===== config.mk =====
export PLATFORM = sky130hd
export DESIGN_NAME = cell_cmd_driver
export DESIGN_NICKNAME = d
export VERILOG_FILES = /design/src/rtl/cell_pkg.sv /design/src/rtl/cell_cmd_driver.sv
export SDC_FILE = /design/constraint.sdc
export NUM_CORES = 1
export LEC_CHECK = 0
export ABC_AREA = 1
export BUFFER_PORTS_ARGS = -buffer_cell sky130_fd_sc_hd__buf_2
export CAP_MARGIN = 20
export CORE_MARGIN = 3
export CORE_UTILIZATION = 52
export DETAILED_ROUTE_END_ITERATION = 10
export GPL_ROUTABILITY_DRIVEN = 1
export GPL_TIMING_DRIVEN = 0
export PLACE_DENSITY = 0.82
export SYNTH_ARGS = -nofsm -noshare
export SYNTH_HDL_FRONTEND = slang
export SYNTH_SLANG_ARGS = --single-unit

===== constraint.sdc =====
create_clock -name clk -period 1.7 [get_ports clk]
set_clock_uncertainty 0.05 [all_clocks]
set_input_delay 0.17 -clock clk [delete_from_list [all_inputs] [get_ports clk]]
set_output_delay 0.17 -clock clk [all_outputs]
set_load 0.01 [all_outputs]

===== src/rtl/cell_pkg.sv =====
// Shared definitions for the Sudoku cell command interface: command codes,
// driver FSM state encoding and command classification.
package cell_pkg;

  // Write-only commands (no cell response expected)
  localparam logic [3:0] CMD_NOP           = 4'h0;
  localparam logic [3:0] CMD_LOAD_VALUE    = 4'h1;
  localparam logic [3:0] CMD_CLR_CAND      = 4'h2;
  localparam logic [3:0] CMD_SET_POS_X     = 4'h3;
  localparam logic [3:0] CMD_SET_POS_Y     = 4'h4;
  localparam logic [3:0] CMD_CELL_RESET    = 4'h5;

  // Read commands (exactly one cell response expected)
  localparam logic [3:0] CMD_READ_VALUE    = 4'h8;
  localparam logic [3:0] CMD_READ_CAND_CNT = 4'h9;
  localparam logic [3:0] CMD_READ_SOLVED   = 4'hA;

  typedef enum logic [1:0] {
    ST_IDLE     = 2'd0,
    ST_ISSUE    = 2'd1,
    ST_WAIT_RSP = 2'd2,
    ST_DONE     = 2'd3
  } state_t;

  // Upper half of the code space is the read class
  function automatic logic is_read_cmd(input logic [3:0] cmd);
    return cmd[3];
  endfunction

endpackage


===== src/rtl/cell_cmd_driver.sv =====
// Host-to-cell command initiator. Accepts one host command at a time, strobes
// it into a single cell, and for read commands waits (with a timeout) for the
// cell's response before returning a one-cycle response pulse to the host.
module cell_cmd_driver
  import cell_pkg::*;
#(
  parameter int TIMEOUT_CYCLES = 16,
  parameter int CNT_W          = 8
) (
  input  logic       clk,
  input  logic       rst,
  // Host side
  input  logic       req_valid,
  output logic       req_ready,
  input  logic [3:0] req_cmd,
  input  logic [3:0] req_data,
  output logic       rsp_valid,
  output logic [3:0] rsp_data,
  output logic       rsp_timeout,
  output logic       err_spurious,
  // Cell side
  output logic [3:0] cell_cmd,
  output logic [3:0] cell_data_in,
  output logic       cell_data_in_rdy,
  input  logic [3:0] cell_data_out,
  input  logic       cell_data_out_valid
);

  // Counter value seen in the final wait cycle
  localparam logic [CNT_W-1:0] LP_CNT_LAST = CNT_W'(TIMEOUT_CYCLES - 1);

  state_t           r_state;
  logic [CNT_W-1:0] r_cnt;
  logic             r_req_ready;
  logic             r_rsp_valid;
  logic [3:0]       r_rsp_data;
  logic             r_rsp_timeout;
  logic             r_err_spurious;
  logic [3:0]       r_cell_cmd;
  logic [3:0]       r_cell_data_in;
  logic             r_cell_data_in_rdy;

  // A cell response is only expected while waiting; anything else is an error
  logic w_spurious;
  assign w_spurious = cell_data_out_valid && (r_state != ST_WAIT_RSP);

  // Command FSM with all host/cell outputs registered
  always_ff @(posedge clk or posedge rst) begin
    if (rst) begin
      r_state            <= ST_IDLE;
      r_cnt              <= '0;
      r_req_ready        <= 1'b1;
      r_rsp_valid        <= 1'b0;
      r_rsp_data         <= 4'h0;
      r_rsp_timeout      <= 1'b0;
      r_err_spurious     <= 1'b0;
      r_cell_cmd         <= CMD_NOP;
      r_cell_data_in     <= 4'h0;
      r_cell_data_in_rdy <= 1'b0;
    end else begin
      // Strobes default low; they are raised for a single cycle below
      r_cell_data_in_rdy <= 1'b0;
      r_rsp_valid        <= 1'b0;

      if (w_spurious) begin
        r_err_spurious <= 1'b1;
      end

      case (r_state)
        ST_IDLE: begin
          if (req_valid) begin
            // The cell-side registers double as the command latch
            r_cell_cmd         <= req_cmd;
            r_cell_data_in     <= req_data;
            r_cell_data_in_rdy <= 1'b1;
            r_req_ready        <= 1'b0;
            r_state            <= ST_ISSUE;
          end
        end

        ST_ISSUE: begin
          if (is_read_cmd(r_cell_cmd)) begin
            r_cnt   <= '0;
            r_state <= ST_WAIT_RSP;
          end else begin
            r_rsp_valid   <= 1'b1;
            r_rsp_data    <= 4'h0;
            r_rsp_timeout <= 1'b0;
            r_state       <= ST_DONE;
          end
        end

        ST_WAIT_RSP: begin
          // A valid in the last wait cycle takes priority over the timeout
          if (cell_data_out_valid) begin
            r_rsp_valid   <= 1'b1;
            r_rsp_data    <= cell_data_out;
            r_rsp_timeout <= 1'b0;
            r_state       <= ST_DONE;
          end else if (r_cnt == LP_CNT_LAST) begin
            r_rsp_valid   <= 1'b1;
            r_rsp_data    <= 4'h0;
            r_rsp_timeout <= 1'b1;
            r_state       <= ST_DONE;
          end else begin
            r_cnt <= r_cnt + 1'b1;
          end
        end

        ST_DONE: begin
          r_req_ready <= 1'b1;
          r_state     <= ST_IDLE;
        end

        default: begin
          r_state <= ST_IDLE;
        end
      endcase
    end
  end

  assign req_ready        = r_req_ready;
  assign rsp_valid        = r_rsp_valid;
  assign rsp_data         = r_rsp_data;
  assign rsp_timeout      = r_rsp_timeout;
  assign err_spurious     = r_err_spurious;
  assign cell_cmd         = r_cell_cmd;
  assign cell_data_in     = r_cell_data_in;
  assign cell_data_in_rdy = r_cell_data_in_rdy;

endmodule


Yosys cells after proc, flatten, opt, wreduce, memory -nomap -nowiden
Index checks and enable logic that the tools add are counted.
{"block": "classes", "n_eq_ne": 11, "n_addsub": 1, "reduce_logical": 9, "mux": 25}
{"cell": "two-way mux 8 bit", "count": 3}
{"cell": "case mux 8 bit (2 select lines)", "count": 1}
{"cell": "two-way mux 4 bit", "count": 3}
{"cell": "inequality test 2 bit, second input constant", "count": 6}
{"cell": "two-way mux 1 bit", "count": 10}
{"cell": "adder 8 x 1 -> 8 bit, second input constant", "count": 1}
{"cell": "equality test 8 x 4 -> 1 bit, second input constant", "count": 1}
{"cell": "case mux 2 bit (4 select lines)", "count": 1}
{"cell": "case mux 4 bit (2 select lines)", "count": 1}
{"cell": "two-way mux 2 bit", "count": 3}
{"cell": "case mux 1 bit (2 select lines)", "count": 3}
{"cell": "AND reduction 2 bit", "count": 3}
{"cell": "equality test 2 bit, second input constant", "count": 2}
{"cell": "AND reduction 4 bit", "count": 1}
{"cell": "nonzero test 2 bit", "count": 2}
{"cell": "inequality test 3 bit, second input constant", "count": 1}
{"cell": "AND reduction 3 bit", "count": 1}
{"cell": "equality test 2 x 1 -> 1 bit, second input constant", "count": 1}
{"cell": "logical NOT 2 bit", "count": 1}
{"cell": "logical AND 1 bit", "count": 1}
{"block": "totals", "wordCells": 56, "ff_bits": 27, "in_bits": 16, "out_inout_bits": 17}

Longest topological paths before layout
Gate-level depths: netlist (run 1).
{"block": "logic_depth", "word_depth": 4, "ltp_mapped": 9}

Least setup slack after synthesis (run 1)
No wires, ideal clock.
{"block": "synth_path", "kind": "reg2reg", "from": "reg r_state[0]", "to": "reg r_rsp_timeout, in the netlist rsp_timeout", "setup_slack_ps": 151, "required_ps": 1530, "path_stages_with_launch": 10, "setup_time_ps": 120, "arrival_time_ps": 1379, "path_buffers": 1, "path_cell_list": "dfrtp_1 > inv_1 > ha_1 > buf_4 > inv_2 > nand2_1 > o21ai_2 > nor2_8 > nor2_1 > nor2_2"}
{"block": "synth_between", "elab_chain_cells": 3, "word_cells_on_any_way": 7}
{"element": "start: declaration", "line": "cell_cmd_driver.sv:32", "rtl": "state_t r_state;"}
{"element": "start signal: assignment", "line": "cell_cmd_driver.sv:50", "rtl": "r_state <= ST_IDLE;"}
{"element": "start signal: assignment", "line": "cell_cmd_driver.sv:77", "rtl": "r_state <= ST_ISSUE;"}
{"element": "start signal: assignment", "line": "cell_cmd_driver.sv:84", "rtl": "r_state <= ST_WAIT_RSP;"}
{"element": "equality test 2 bit / equality test 2 x 1 -> 1 bit (equally long branches)", "line": "cell_cmd_driver.sv:69", "rtl": "case (r_state)"}
{"element": "inequality test 3 bit (no source line) (tied with other cells)"}
{"element": "AND reduction 3 bit (no source line)"}
{"element": "end signal: assignment", "line": "cell_cmd_driver.sv:88", "rtl": "r_rsp_timeout <= 1'b0;"}
{"element": "end signal: assignment", "line": "cell_cmd_driver.sv:98", "rtl": "r_rsp_timeout <= 1'b0;"}
{"element": "end signal: assignment", "line": "cell_cmd_driver.sv:103", "rtl": "r_rsp_timeout <= 1'b1;"}
{"element": "end: declaration", "line": "cell_cmd_driver.sv:37", "rtl": "logic r_rsp_timeout;"}
Several ways; a longest one is shown, not always the timed one.
A chain may end at the register's enable or synchronous reset.

Final worst setup path (run 1)
{"block": "layout_path", "from": "reg r_state[1]", "to": "reg r_cnt[2]"}
{"block": "layout_between", "elab_chain_cells": 3, "word_cells_on_any_way": 8}
{"element": "equality test 2 bit / equality test 2 x 1 -> 1 bit (equally long branches)", "line": "cell_cmd_driver.sv:69"}
{"element": "inequality test 2 bit (no source line) / nonzero test 2 bit (equally long branches)"}
{"element": "AND reduction 4 bit (no source line)"}
{"element": "end signal: assignment", "line": "cell_cmd_driver.sv:106", "rtl": "r_cnt <= r_cnt + 1'b1;"}
{"element": "end: declaration", "line": "cell_cmd_driver.sv:33", "rtl": "logic [CNT_W-1:0] r_cnt;"}
Several ways; a longest one is shown, not always the timed one.

==> metrics.txt, run 1 <==
run status=finished clean; Post-Layout Cell Count=237; Post-synth top cells=nand2_1 (60), dfrtp_1 (26), nor2_1 (12); worst path bufs/invs=2; Routed WL=3090 µm; Pleak=0.966 nW; fin crit period=1.63 ns; die width=57.5 µm; Final Cell Area=1740 µm²; dpl cell area=1580 µm²; Die H=57.5 µm; clock tree buffer depth=2; met3 GRT Util=3.17%; DP HPWL=2170 µm; CTS tree=yes; post-synthesis sequential area ratio=49.1%; largest cells by area after synthesis=dfrtp_1 (47%), nand2_1 (16%), ha_1 (5.4%), nand3_1 (3.3%), nor2_1 (3.3%); wire per inst=13.0 µm; drt drc=0; Mapped Cells=161; mapped cell area=1380 µm²; data arrival time of the critical path=1.81 ns; Initial Utilization=55.2%; Top Usage Layer GRT=met2; Final nets=230; global route overflow=0; I/O Pins=33; placed instance count=223; Syn-to-layout area delta=26.5%; met1 usage=24.3%; Setup Viol. Count Final=0; first-pass GRT wire length=5200 µm; fraction of layout cells with a size suffix above 1=30.4%; Async S/R FF share, synth=100%; vias in the first global route=1,202; cts bufs inserted=3; First-pass DRT Iterations=4; actual slew at the worst max-slew pin=0.330 ns; yosys warns=0; setup ws final=0.0656 ns; Clock transition at path regs=0.14 ns; largest net degree at the start of global routing=28; Syn Area/Cell=8.56 µm²; Pins Over Slew Limit=0; clk sinks=27; PwrDens=1530 nW/µm²; root buf cell=clkbuf_4; vias per cell=5.09; Yosys top cell area share=47.2%; crit path max-delay cell type=dfrtp_1; RD Place Congestion=0.791; CP Max Fanout=8; ANT nets after route=0; Distinct cells, synth=30; via count=1,207; TNS Setup=0 ns; WS Path Type=flip-flop to flip-flop; diode count=0; R2R Path Start=r_state[1]; Synth area leader=dfrtp_1; worst setup path start=r_state[1]; Final Total Pwr=2.67 mW; Total Routing Usage GR=19.9%; Max H-tree Level=1; top-count cell post-synth=nand2_1; DIE AREA=3310 µm²; met2 Use GR=36.1%; Post-synth top flop=dfrtp_1; IO buf count=32; hold path start=req_cmd[1]; final number of hold-violating endpoints=0; Fmax achieved=612 MHz; Hold Path Class=input port to flip-flop; period utilization=96.1%; maximum vdd drop=1.04 mV; # rows=18; critical path capture point type=flip-flop; core region area=2500 µm²; initial antenna violation count=0; worst path cell trace=inv_2, ha_2, inv_2, nor2_2, a21oi_2, nand3_4, nand2_1, nand2_1; CP top delay family=flip-flops; Clock Latency Late Sink=0.31 ns; Required @ worst endpoint=1.87 ns; Synth Net Count=183; #FFs+latches synth=27; nature of the critical path startpoint=flip-flop; number of flops mapped to enable cells by yosys=0; final core utilization=69.8%; max-cap violations=0; Hold Slack=0.0135 ns; slowest stage delay, CP=0.44 ns; DRT iter0 DRCs=48; Setup WS pre-CTS=0.00435 ns; Max-slew headroom=78.0%
==> worst paths after layout <==
kind / end / slack, ns / cells past startpoint
min in group asynchronous: cell_cmd[2] / 0.23 / 3
worst min register to register: cell_cmd[1] / 0.44 / 2
worst max-delay path: r_cnt[2] / 0.07 / 8
worst min-delay path: cell_cmd[1] / 0.01 / 3
max in group asynchronous: req_ready / 0.93 / 4
worst max register to register: r_cnt[2] / 0.07 / 8
==> per-layer routing <==
layer	wire length [µm]	up-vias
li1	-	598
met1	1220	571
met2	1690	30
met3	124	8
met4	57	0
met5	0	-
==> cell usage in the layout (no fill, tap or decap), types with 2 or more instances in the layout <==
cell type / synthesis / final
nor2_2: 2 / 2
nand2_1: 60 / 58
inv_2: 2 / 4
ha_1: 6 / 5
nand3_1: 9 / 9
clkbuf_4: 0 / 3
xor2_1: 2 / 2
a21oi_1: 3 / 3
o21ai_0: 4 / 2
dlygate4sd3_1: 0 / 6
nor2_1: 12 / 11
nor2_4: 2 / 3
inv_1: 11 / 9
nand2_2: 2 / 4
o21ai_1: 4 / 6
buf_4: 1 / 3
buf_2: 0 / 32
dfrtp_1: 26 / 26
==> worst register-to-register path, delay by kind of cell, from the launching register on <==
kind | cells | cell delay (ns)
flip-flops | 1 | 0.44
AND/OR/NAND/NOR | 4 | 0.41
buffers and inverters | 2 | 0.18
adder cells (fa/ha/maj) | 1 | 0.19
AO/OA/AOI/OAI | 1 | 0.28
==> flip-flops by register name, summed over array words and instances (netlist names) <==
name and flops:
r_cnt 8, cell_cmd 4, r_state 2, rsp_timeout 1, cell_data_in_rdy 1, req_ready 1
err_spurious 1, rsp_valid 1, cell_data_in 4, rsp_data 4
==> kinds of logic (layout without fill, tap and decap cells) <==
logic type | after synthesis | count (layout) | synth area share (%)
AND/OR/NAND/NOR | 91 | 91 | 30.3
flip-flops | 27 | 27 | 49.1
AO/OA/AOI/OAI | 19 | 19 | 8.89
buffers and inverters | 15 | 61 | 4.36
adder cells (fa/ha/maj) | 6 | 6 | 5.44
XOR/XNOR | 3 | 3 | 1.91
==> power by group <==
group / internal [mW] / total (mW) / switching, mW
Sequential: 0.861 / 1.00 / 0.138
Combinational: 0.550 / 1.40 / 0.850
Clock: 0.0880 / 0.270 / 0.182
Total: 1.50 / 2.67 / 1.17
==> repair_timing <==
item | CTS | global route
endpoints found under the hold margin | 5 | 26
hold buffers | 5 | 1
setup endpoints to repair | 14 | 21
pin swaps | 0 | 2
gates cloned | 0 | 0
gates resized for setup | 0 | 12
setup buffers | 1 | 2
==> area by class of cell <==
class                      count  area (µm²)
multi-input combinational    119         664
tap                           30        37.5
sequential                    27         677
clock inverter                 1        5.00
buffer                         1        11.3
clock buffer                   3        22.5
fill                         183         756
inverter                      14        56.3
timing repair buffer          42         270
Note: power is estimated with default switching activity, not from simulation.
==> run 2, diff against run 1 <==
--- a/config.mk
+++ b/config.mk
@@ -10,3 +10,3 @@
 export CAP_MARGIN = 20
-export CORE_MARGIN = 3
+export CORE_MARGIN = 2
 export CORE_UTILIZATION = 52
--- a/constraint.sdc
+++ b/constraint.sdc
@@ -4,2 +4,2 @@
 set_output_delay 0.17 -clock clk [all_outputs]
-set_load 0.01 [all_outputs]
+set_load 0.05 [all_outputs]
==> metrics.txt, run 2 (synthesized netlist as in run 1, its figures left out) <==
run status=finished clean (unchanged); fin crit period=1.64 ns (was 1.63 ns); Initial Utilization=55.2% (unchanged); slowest stage delay, CP=0.44 ns (about the same); crit path max-delay cell type=dfrtp_1 (unchanged); commonest non-fill, non-tap cell in the layout=nand2_1 (unchanged); clk sinks=27 (unchanged); I/O Pins=33 (unchanged); Clock Latency Late Sink=0.33 ns (was 0.31 ns); Max H-tree Level=1 (unchanged); Setup WS pre-CTS=-0.0161 ns (was 0.00435 ns); die width=55.5 µm (was 57.5 µm); RD Place Congestion=0.829 (was 0.791); first-pass GRT wire length=5060 µm (was 5200 µm); vias in the first global route=1,170 (was 1,202); setup ws final=0.0640 ns (was 0.0656 ns); Hold Path Class=input port to flip-flop (unchanged); # fillers=168 (was 183); placed instance count=223 (unchanged); period utilization=96.2% (was 96.1%); cts bufs inserted=3 (unchanged); Max-slew headroom=75.0% (was 78.0%); Setup Viol. Count Final=0 (unchanged); max-cap violations=0 (unchanged); root buf cell=clkbuf_4 (unchanged); R2R Path Start=r_state[1] (unchanged); final number of hold-violating endpoints=0 (unchanged); core region area=2500 µm² (unchanged); via count=1,263 (was 1,207); register area=677 µm² (unchanged); vias per cell=5.26 (was 5.09); DP HPWL=2160 µm (was 2170 µm); Total Routing Usage GR=20.4% (was 19.9%); worst path cell trace=inv_2, ha_1, inv_2, nor2_2, a21oi_2, nand3_4, nand2_1, nand2_1 (was inv_2, ha_2, inv_2, nor2_2, a21oi_2, nand3_4, nand2_1, nand2_1); area of the multi-input gates=669 µm² (was 664 µm²); maximum vdd drop=1.72 mV (was 1.04 mV); most frequent cells in the layout=nand2_1 (55), buf_2 (32), dfrtp_1 (26) (was nand2_1 (58), buf_2 (32), dfrtp_1 (26)); worst setup path start=r_state[1] (unchanged); actual slew at the worst max-slew pin=0.374 ns (was 0.330 ns); Syn-to-layout area delta=28.9% (was 26.5%); global route overflow=0 (unchanged); Final nets=233 (was 230); ANT nets after route=0 (unchanged); worst path bufs/invs=2 (unchanged); critical path capture point type=flip-flop (unchanged); DRT iter0 DRCs=25 (was 48); Clock transition at path regs=0.15 ns (was 0.14 ns); CP top delay family=flip-flops (unchanged); Pleak=0.978 nW (was 0.966 nW); clock tree buffer depth=2 (unchanged); Fmax achieved=611 MHz (was 612 MHz); Biggest register=r_cnt (unchanged); initial antenna violation count=0 (unchanged); CP Max Fanout=8 (unchanged); hold path start=cell_data_out[3] (was req_cmd[1]); diode count=0 (unchanged); IO buf count=32 (unchanged); # rows=18 (unchanged); CTS tree=yes (unchanged); DIE AREA=3080 µm² (was 3310 µm²); final core utilization=71.1% (was 69.8%); wire per inst=13.9 µm (was 13.0 µm); largest net degree at the start of global routing=28 (unchanged); nature of the critical path startpoint=flip-flop (unchanged); PwrDens=1810 nW/µm² (was 1530 nW/µm²); WS Path Type=flip-flop to flip-flop (unchanged); First-pass DRT Iterations=5 (was 4); Pins Over Slew Limit=0 (unchanged); Required @ worst endpoint=1.89 ns (was 1.87 ns); Routed WL=3340 µm (was 3090 µm); fraction of layout cells with a size suffix above 1=30.5% (was 30.4%); drt drc=0 (unchanged); number of flip-flops in the largest register=8 (unchanged); data arrival time of the critical path=1.83 ns (was 1.81 ns); Die H=55.5 µm (was 57.5 µm); Post-Layout Cell Count=240 (was 237)
[run 2: layer usage]
metal / part of all wire [%] / global-route usage [%] / vias to the layer above
li1: - / - / 608
met5: 0 / 0 / -
met3: 6.0 / 4.45 / 8
met4: 2.4 / 7.67 / 0
met1: 39 / 23.5 / 607
met2: 52 / 36.7 / 40
[run 2: final timing paths]
kind	cells after the start	to	slack (ns)
min reg2reg	2	cell_cmd[2]	0.45
max	8	r_cnt[0]	0.06
max reg2reg	8	r_cnt[0]	0.06
max in group asynchronous	4	req_ready	0.82
min in group asynchronous	3	cell_cmd[1]	0.28
min	3	rsp_data[3]	0.0004
[run 2: worst register-to-register path, cell delays in order, from the launching register on]
cell and delay (ns):
dfrtp_1 0.44, inv_2 0.08, ha_1 0.22, inv_2 0.12
nor2_2 0.08, a21oi_2 0.23, nand3_4 0.17, nand2_1 0.10
nand2_1 0.05
[run 2: report_power, final]
part	internal (mW)	total [mW]	leakage (nW)	switching, mW
registers	0.860	0.987	0.347	0.127
clock network	0.0900	0.290	0.0139	0.200
logic	0.551	1.94	0.617	1.39
[run 2: cell type report]
class | instances | area share (%)
Tap cell | 30 | 2.11
Clock inverter | 1 | 0.422
Clock buffer | 3 | 1.27
Sequential cell | 27 | 38.1
Multi-Input combinational cell | 119 | 37.6
Buffer | 1 | 0.422
Inverter | 14 | 3.17
Timing Repair Buffer | 45 | 16.9
[run 2: what timing repair did]
action,4_1_cts,5_1_grt
hold buffers,7,2
buffers inserted,1,2
endpoints found under the setup margin,6,21
endpoints found under the hold margin,7,8
gates resized for setup,0,11
[run 2: metrics by stage]
stage | hold slack, ns | TNS [ns] | cell area, µm² | total power, mW
floorplan | 0.172 | 0 | 1380 | 2.36
global placement | 0.313 | 0 | 1580 | 2.67
detailed placement | 0.325 | -0.0170 | 1580 | 2.74
CTS | 0.00286 | 0 | 1680 | 3.06
global route | 0.000278 | -0.0364 | 1780 | 3.42
finish | 0.000421 | 0 | 1780 | 3.21
